[src/rtl/ucsbece154b_bpu_if.sv]
// Fetch/Execute-side signal bundle of the branch prediction unit.
// The pipeline holds the master end; the predictor holds the slave end.
interface ucsbece154b_bpu_if #(
  parameter int NUM_GHR_BITS = 6,
  parameter int CNT_WIDTH    = 32
);
  logic                    pc_f_i_unused_guard;
  logic [31:0]             pc_f_i;
  logic                    stall_f_i;
  logic                    predtaken_f_o;
  logic [31:0]             predtarget_f_o;
  logic [NUM_GHR_BITS-1:0] phtidx_f_o;
  logic [NUM_GHR_BITS-1:0] ghr_f_o;
  logic                    res_valid_e_i;
  logic                    res_isbranch_e_i;
  logic                    res_isjump_e_i;
  logic                    res_taken_e_i;
  logic [31:0]             res_pc_e_i;
  logic [31:0]             res_target_e_i;
  logic                    res_predtaken_e_i;
  logic [31:0]             res_predtarget_e_i;
  logic [NUM_GHR_BITS-1:0] res_phtidx_e_i;
  logic [NUM_GHR_BITS-1:0] res_ghr_e_i;
  logic                    mispredict_e_o;
  logic [CNT_WIDTH-1:0]    branch_count_o;
  logic [CNT_WIDTH-1:0]    mispredict_count_o;

  assign pc_f_i_unused_guard = 1'b0;

  modport master (
    output pc_f_i, stall_f_i,
    output res_valid_e_i, res_isbranch_e_i, res_isjump_e_i, res_taken_e_i,
    output res_pc_e_i, res_target_e_i, res_predtaken_e_i, res_predtarget_e_i,
    output res_phtidx_e_i, res_ghr_e_i,
    input  predtaken_f_o, predtarget_f_o, phtidx_f_o, ghr_f_o,
    input  mispredict_e_o, branch_count_o, mispredict_count_o
  );

  modport slave (
    input  pc_f_i, stall_f_i,
    input  res_valid_e_i, res_isbranch_e_i, res_isjump_e_i, res_taken_e_i,
    input  res_pc_e_i, res_target_e_i, res_predtaken_e_i, res_predtarget_e_i,
    input  res_phtidx_e_i, res_ghr_e_i,
    output predtaken_f_o, predtarget_f_o, phtidx_f_o, ghr_f_o,
    output mispredict_e_o, branch_count_o, mispredict_count_o
  );
endinterface

[src/rtl/ucsbece154b_bpu.sv]
// Branch prediction unit: tagged direct-mapped BTB, 2-bit PHT (static/bimodal/gshare)
// and a speculative global history register repaired from Execute.
module ucsbece154b_bpu #(
  parameter int NUM_BTB_ENTRIES = 64,
  parameter int NUM_GHR_BITS    = 6,
  parameter int TAG_BITS        = 8,
  parameter int MODE            = 2,
  parameter int CNT_WIDTH       = 32
) (
  input  logic             clk,
  input  logic             reset_ni,
  ucsbece154b_bpu_if.slave bus
);
  localparam int IW = $clog2(NUM_BTB_ENTRIES);
  localparam int G  = NUM_GHR_BITS;
  localparam int PN = 1 << G;

  logic [NUM_BTB_ENTRIES-1:0] r_btb_vld;
  logic [NUM_BTB_ENTRIES-1:0] r_btb_jmp;
  logic [TAG_BITS-1:0]        r_btb_tag [NUM_BTB_ENTRIES];
  logic [31:0]                r_btb_tgt [NUM_BTB_ENTRIES];
  logic [1:0]                 r_pht [PN];
  logic [G-1:0]               r_ghr;
  logic [CNT_WIDTH-1:0]       r_br_cnt;
  logic [CNT_WIDTH-1:0]       r_mp_cnt;

  logic [IW-1:0]       w_f_idx;
  logic [TAG_BITS-1:0] w_f_tag;
  logic                w_f_hit;
  logic [G-1:0]        w_f_phtidx;
  logic                w_f_dir;
  logic                w_f_taken;
  logic                w_f_cond;

  assign w_f_idx = bus.pc_f_i[2 +: IW];
  assign w_f_tag = bus.pc_f_i[2+IW +: TAG_BITS];
  assign w_f_hit = r_btb_vld[w_f_idx] && (r_btb_tag[w_f_idx] == w_f_tag);

  generate
    if (MODE == 2) begin : g_gshare
      assign w_f_phtidx = bus.pc_f_i[2 +: G] ^ r_ghr;
    end else if (MODE == 1) begin : g_bimodal
      assign w_f_phtidx = bus.pc_f_i[2 +: G];
    end else begin : g_static
      assign w_f_phtidx = '0;
    end
  endgenerate

  assign w_f_dir   = (MODE != 0) && r_pht[w_f_phtidx][1];
  assign w_f_taken = w_f_hit && (r_btb_jmp[w_f_idx] || w_f_dir);
  assign w_f_cond  = w_f_hit && !r_btb_jmp[w_f_idx];

  assign bus.predtaken_f_o  = w_f_taken;
  assign bus.predtarget_f_o = w_f_taken ? r_btb_tgt[w_f_idx] : bus.pc_f_i + 32'd4;
  assign bus.phtidx_f_o     = w_f_phtidx;
  assign bus.ghr_f_o        = r_ghr;

  logic [IW-1:0]       w_r_idx;
  logic [TAG_BITS-1:0] w_r_tag;
  logic                w_r_br;
  logic                w_mispred;
  logic                w_btb_we;
  logic                w_pht_we;
  logic [1:0]          w_pht_old;
  logic [1:0]          w_pht_new;
  logic [G-1:0]        w_ghr_nxt;

  assign w_r_idx   = bus.res_pc_e_i[2 +: IW];
  assign w_r_tag   = bus.res_pc_e_i[2+IW +: TAG_BITS];
  assign w_r_br    = bus.res_valid_e_i && bus.res_isbranch_e_i;
  assign w_mispred = bus.res_valid_e_i && (bus.res_isbranch_e_i || bus.res_isjump_e_i) &&
                     ((bus.res_taken_e_i != bus.res_predtaken_e_i) ||
                      (bus.res_taken_e_i && (bus.res_target_e_i != bus.res_predtarget_e_i)));
  assign w_btb_we  = bus.res_valid_e_i && bus.res_taken_e_i;
  assign w_pht_we  = w_r_br && (MODE != 0);
  assign w_pht_old = r_pht[bus.res_phtidx_e_i];

  always_comb begin
    w_pht_new = w_pht_old;
    if (bus.res_taken_e_i && (w_pht_old != 2'b11))       w_pht_new = w_pht_old + 2'b01;
    else if (!bus.res_taken_e_i && (w_pht_old != 2'b00)) w_pht_new = w_pht_old - 2'b01;
  end

  // Repair from Execute wins over the speculative shift from Fetch.
  always_comb begin
    w_ghr_nxt = r_ghr;
    if (w_mispred && bus.res_isbranch_e_i) w_ghr_nxt = {bus.res_ghr_e_i[G-2:0], bus.res_taken_e_i};
    else if (w_mispred)                    w_ghr_nxt = bus.res_ghr_e_i;
    else if (!bus.stall_f_i && w_f_cond)   w_ghr_nxt = {r_ghr[G-2:0], w_f_taken};
  end

  always_ff @(posedge clk) begin
    if (!reset_ni) begin
      r_btb_vld <= '0;
      r_ghr     <= '0;
      r_br_cnt  <= '0;
      r_mp_cnt  <= '0;
      for (int i = 0; i < PN; i++) r_pht[i] <= 2'b01;
    end else begin
      r_ghr <= w_ghr_nxt;
      if (w_btb_we)                r_btb_vld[w_r_idx] <= 1'b1;
      if (w_pht_we)                r_pht[bus.res_phtidx_e_i] <= w_pht_new;
      if (w_r_br && ~&r_br_cnt)    r_br_cnt <= r_br_cnt + 1'b1;
      if (w_mispred && ~&r_mp_cnt) r_mp_cnt <= r_mp_cnt + 1'b1;
    end
  end

  // Entry payload needs no reset; the valid bit guards it.
  always_ff @(posedge clk) begin
    if (reset_ni && w_btb_we) begin
      r_btb_tag[w_r_idx] <= w_r_tag;
      r_btb_tgt[w_r_idx] <= bus.res_target_e_i;
      r_btb_jmp[w_r_idx] <= bus.res_isjump_e_i;
    end
  end

  assign bus.mispredict_e_o     = w_mispred;
  assign bus.branch_count_o     = r_br_cnt;
  assign bus.mispredict_count_o = r_mp_cnt;

  logic w_unused;
  assign w_unused = ^{bus.pc_f_i[1:0], bus.pc_f_i[31:2+IW+TAG_BITS],
                      bus.res_pc_e_i[1:0], bus.res_pc_e_i[31:2+IW+TAG_BITS]};
endmodule

[src/flat_wrapper.sv]
// flat-port wrapper written by rule: the top's interface ports become plain ports
module ucsbece154b_bpu_flat 
#(
  parameter int NUM_BTB_ENTRIES = 64,
  parameter int NUM_GHR_BITS    = 6,
  parameter int TAG_BITS        = 8,
  parameter int MODE            = 2,
  parameter int CNT_WIDTH       = 32
)
  (clk, reset_ni, bus_pc_f_i, bus_stall_f_i, bus_res_valid_e_i, bus_res_isbranch_e_i, bus_res_isjump_e_i, bus_res_taken_e_i, bus_res_pc_e_i, bus_res_target_e_i, bus_res_predtaken_e_i, bus_res_predtarget_e_i, bus_res_phtidx_e_i, bus_res_ghr_e_i, bus_predtaken_f_o, bus_predtarget_f_o, bus_phtidx_f_o, bus_ghr_f_o, bus_mispredict_e_o, bus_branch_count_o, bus_mispredict_count_o);
  ucsbece154b_bpu_if #(.NUM_GHR_BITS(NUM_GHR_BITS), .CNT_WIDTH(CNT_WIDTH)) bus_i ();
  input  logic clk;
  input  logic reset_ni;
  input wire logic [$bits(bus_i.pc_f_i)-1:0] bus_pc_f_i;
  input wire logic [$bits(bus_i.stall_f_i)-1:0] bus_stall_f_i;
  input wire logic [$bits(bus_i.res_valid_e_i)-1:0] bus_res_valid_e_i;
  input wire logic [$bits(bus_i.res_isbranch_e_i)-1:0] bus_res_isbranch_e_i;
  input wire logic [$bits(bus_i.res_isjump_e_i)-1:0] bus_res_isjump_e_i;
  input wire logic [$bits(bus_i.res_taken_e_i)-1:0] bus_res_taken_e_i;
  input wire logic [$bits(bus_i.res_pc_e_i)-1:0] bus_res_pc_e_i;
  input wire logic [$bits(bus_i.res_target_e_i)-1:0] bus_res_target_e_i;
  input wire logic [$bits(bus_i.res_predtaken_e_i)-1:0] bus_res_predtaken_e_i;
  input wire logic [$bits(bus_i.res_predtarget_e_i)-1:0] bus_res_predtarget_e_i;
  input wire logic [$bits(bus_i.res_phtidx_e_i)-1:0] bus_res_phtidx_e_i;
  input wire logic [$bits(bus_i.res_ghr_e_i)-1:0] bus_res_ghr_e_i;
  output wire logic [$bits(bus_i.predtaken_f_o)-1:0] bus_predtaken_f_o;
  output wire logic [$bits(bus_i.predtarget_f_o)-1:0] bus_predtarget_f_o;
  output wire logic [$bits(bus_i.phtidx_f_o)-1:0] bus_phtidx_f_o;
  output wire logic [$bits(bus_i.ghr_f_o)-1:0] bus_ghr_f_o;
  output wire logic [$bits(bus_i.mispredict_e_o)-1:0] bus_mispredict_e_o;
  output wire logic [$bits(bus_i.branch_count_o)-1:0] bus_branch_count_o;
  output wire logic [$bits(bus_i.mispredict_count_o)-1:0] bus_mispredict_count_o;
  assign bus_i.pc_f_i = bus_pc_f_i;
  assign bus_i.stall_f_i = bus_stall_f_i;
  assign bus_i.res_valid_e_i = bus_res_valid_e_i;
  assign bus_i.res_isbranch_e_i = bus_res_isbranch_e_i;
  assign bus_i.res_isjump_e_i = bus_res_isjump_e_i;
  assign bus_i.res_taken_e_i = bus_res_taken_e_i;
  assign bus_i.res_pc_e_i = bus_res_pc_e_i;
  assign bus_i.res_target_e_i = bus_res_target_e_i;
  assign bus_i.res_predtaken_e_i = bus_res_predtaken_e_i;
  assign bus_i.res_predtarget_e_i = bus_res_predtarget_e_i;
  assign bus_i.res_phtidx_e_i = bus_res_phtidx_e_i;
  assign bus_i.res_ghr_e_i = bus_res_ghr_e_i;
  assign bus_predtaken_f_o = bus_i.predtaken_f_o;
  assign bus_predtarget_f_o = bus_i.predtarget_f_o;
  assign bus_phtidx_f_o = bus_i.phtidx_f_o;
  assign bus_ghr_f_o = bus_i.ghr_f_o;
  assign bus_mispredict_e_o = bus_i.mispredict_e_o;
  assign bus_branch_count_o = bus_i.branch_count_o;
  assign bus_mispredict_count_o = bus_i.mispredict_count_o;
  ucsbece154b_bpu #(.NUM_BTB_ENTRIES(NUM_BTB_ENTRIES), .NUM_GHR_BITS(NUM_GHR_BITS), .TAG_BITS(TAG_BITS), .MODE(MODE), .CNT_WIDTH(CNT_WIDTH)) u_core (.clk(clk), .reset_ni(reset_ni), .bus(bus_i));
endmodule
[config.mk]
export PLATFORM = sky130hd
export DESIGN_NAME = ucsbece154b_bpu_flat
export DESIGN_NICKNAME = d
export VERILOG_FILES = /design/src/rtl/ucsbece154b_bpu_if.sv /design/src/rtl/ucsbece154b_bpu.sv /design/src/flat_wrapper.sv
export SDC_FILE = /design/constraint.sdc
export NUM_CORES = 2
export LEC_CHECK = 0
export CORE_MARGIN = 8
export CORE_UTILIZATION = 35
export CTS_CLUSTER_SIZE = 24
export DETAILED_ROUTE_END_ITERATION = 16
export PLACE_DENSITY = 0.49
export SLEW_MARGIN = 20
export SYNTH_ARGS = -nofsm -noshare
export SYNTH_HDL_FRONTEND = slang
export SYNTH_SLANG_ARGS = --single-unit
export TNS_END_PERCENT = 50
[constraint.sdc]
create_clock -name clk -period 11.4 [get_ports clk]
set_clock_uncertainty 0.15 [all_clocks]
set_input_delay 2.85 -clock clk [delete_from_list [all_inputs] [get_ports clk]]
set_output_delay 2.85 -clock clk [all_outputs]
set_load 0.05 [all_outputs]
==> impl_metrics.yaml <==
worst_setup_path:
  r2r_start: "u_core.r_pht[61][0]"
  r2r_cells: 11
  critical_path_required_ns: 8.40
  worstSetupPathType: "primary input to output pin"
  end_kind: "output pin"
  cp_data_arrival_time_ns: 7.20
  slowest_stage: "clkdlybuf4s50_1"
  crit_buf_inv: 3
  r2r_end: "u_core.r_pht[57][0]"
  cp-startpoint: "bus_pc_f_i[2]"
  r2r_slack_ns: 7.55
  cp-start-kind: "primary input"
  cp_max_fo: 30
  cpLargestDelayFamily: "buffers and inverters"
  cpPeakStageDelay_ns: 0.95
  cp_cell_sequence: "buf_8 > buf_12 > mux4_2 > a22o_1 > a221oi_1 > a32o_1 > a21o_1 > nand2_1 > nor2_1 > nand4b_1 > nor4_1 > clkdlybuf4s50_1"
die:
  die_x_microns: 586
  dieHeight_microns: 586
  rows: 209
  core_area_sq_mm: 0.324
  die_area_sq_mm: 0.343
  initial_utilization_pct: 35.1
  io_pins: 258
yosys:
  synth.avg_cell_area_sq_um: 21.3
  synth.distinct_cells: 66
  ys.flop_type: "edfxtp_1"
  syn_nets: 5494
  yosys_warnings: 0
  synth_edf_count: 2752
  ys_seq_area_share_pct: 75.1
  synth.ff_latch_count: 2886
  synthesis.area_sq_mm: 0.114
  ys_async_sr_fraction_pct: 0
  synth_cells: 5341
worst_hold_path:
  hold_path_class: "flip-flop to flip-flop"
  worstHoldStart: "u_core.r_btb_vld[59]"
  hold_depth: 1
  min_to: "u_core.r_btb_vld[59]"
global_route:
  overflow: 0
  gr-usage-all-layers_pct: 20.7
  grt_max_degree: 109
  grt_pass1_wl_mm: 495
  grt_pass1_vias: 58883
  antenna_found_initial: 48
sta:
  maxSlewHeadroom_pct: 22.1
  hold_ws_ns: 0.299
  worst_slew_pin_slew_ns: 1.17
  setup_viol: 0
  drv_slew: 0
  period_minus_slack_ns: 10.20
  grt_setup_unrepaired: "false"
  period_share_pct: 89.5
  hold_viol_final: 0
  max_freq_ghz: 0.0980
  fin_setup_tns_ns: 0
clocking:
  cts_hold_buf: 0
  cts_setup_buffers: 0
  clock-sinks: 2886
  clkTransAtPathRegs_ns: 0.06
  cts_root_buffer: "clkbuf_16"
  cts_buffers: 315
  clk_path_buf_depth: 4
  cts_tree: "built"
  postCtsResizedCells: 0
  clock_latency_ns: 0.90
  htree_levels: 5
outcome:
  outcome: "complete, no violations"
detailed_routing:
  first_iter_violations: 7215
  ant_nets: 0
  wl_per_cell_microns: 35.0
  dr.pass1.iters: 6
  wirelength_mm: 363
  via_per_inst: 5.61
  vias: 58300
  drc: 0
final_layout:
  nFillCells: 28622
  final_cell_mix: "edfxtp_1 (2752), mux4_2 (826), clkbuf_16 (320)"
  drive_gt1_share_pct: 27.4
  fin_util_pct: 40.8
  area_delta_synth_final_pct: 16.2
  final_common_cell: "edfxtp_1"
  final_nets: 5953
  finalNonFillerCells: 10393
  post-route-cell-area_sq_mm: 0.132
  multiInputGateArea_sq_mm: 0.0274
  register_area_sq_mm: 0.0853
placement:
  dp_cells: 9808
  place_area_sq_mm: 0.122
  hpwlAfterDp_mm: 206
  io_buffers: 239
  place_congestion: 0.772
run:
  maxCapViolations: 0
power:
  power_density_mw_per_mm2: 172
  leakage_nw: 41.4
  peakVddDrop_uv: 108
-- cells by family (layout without fill, tap and decap cells) --
family          after synthesis  after routing  synth area share [%]
buf+inv                     332           1036                  1.35
fa+ha+maj                     5              5                0.0550
xor+xnor                    117            117                 0.902
other cells                   0             23                     0
simple gates                755            755                  3.23
compound gates              304            304                  1.96
flops                      2886           2886                  75.1
mux                         942            942                  17.4
-- worst reg2reg max path, delay by kind of cell (launching register included) --
family	cells	cell delay, ns
adders and majority gates	1	0.22
DFF	1	0.36
AOI/OAI and AO/OA	4	0.93
muxes	1	0.37
xor gates and xnor gates	1	0.17
and+or+nand+nor	2	0.65
buffers and inverters	2	0.71
-- per-stage QoR --
step	worst slack [ns]	power, mW
after floorplan	1.68	12.6
after global placement	1.02	13.2
after global routing	0.902	23.4
after CTS	1.11	23.0
final	1.20	22.7
after detailed placement	1.12	13.2
-- Yosys cell counts (26+ instances only) --
library cell / instances / area (sq um)
nor2b_1: 27 / 169
nand2_1: 214 / 803
buf_1: 31 / 116
nor2_1: 164 / 616
mux2i_1: 76 / 761
a22oi_1: 103 / 773
xnor2_1: 50 / 438
nand3_1: 133 / 666
nand4_1: 41 / 257
nor3_1: 26 / 130
mux4_2: 826 / 18600
clkbuf_1: 191 / 717
and2_1: 60 / 375
xor2_1: 67 / 587
edfxtp_1: 2752 / 82600
a21o_1: 67 / 503
mux2_2: 40 / 450
dfxtp_1: 134 / 2680
buf_2: 48 / 240
-- layout make-up --
type	instances	area share, %
flip-flops and latches	2886	64.6
multi-input cells	2123	20.8
clock buffers	411	6.41
well taps	4325	4.10
repair buffers	453	3.11
clock inverters	151	0.899
inverters	21	0.0673
diodes	23	0.0436
-- per-layer routing --
layer | part of all wire [%] | global-route usage [%] | vias to the layer above
li1 | - | - | 23338
met1 | 43 | 29.1 | 32236
met2 | 48 | 34.1 | 2247
met3 | 6.8 | 3.38 | 469
met4 | 2.2 | 4.46 | 10
met5 | 0.017 | 0 | -
-- how the worst max path moves through the flow --
| stage | endpoint | slack (ns) | cells after the start |
|---|---|---|---|
| floorplan | bus_predtaken_f_o | 1.68 | 7 |
| global placement | bus_predtaken_f_o | 1.02 | 12 |
| detailed placement | bus_predtaken_f_o | 1.12 | 12 |
| CTS | bus_predtaken_f_o | 1.11 | 12 |
| global route | bus_predtaken_f_o | 0.90 | 12 |
| finish | bus_predtaken_f_o | 1.20 | 12 |
-- sequential cells by signal (all words and copies together) (netlist names) --
name and count:
u_core.r_btb_tgt 2048, u_core.r_btb_tag 512, u_core.r_pht 128, u_core.r_btb_jmp 64
u_core.r_btb_vld 64, u_core.bus.branch_count_o 32, u_core.bus.mispredict_count_o 32, u_core.bus.ghr_f_o 6
-- power by group --
part	leakage, nW	switching (mW)	internal (mW)
Clock	4.71	4.20	5.55
Sequential	25.8	0.0162	11.6
Combinational	10.9	0.841	0.492
Total	41.4	5.05	17.7
Note: power is estimated with default switching activity, not from simulation.
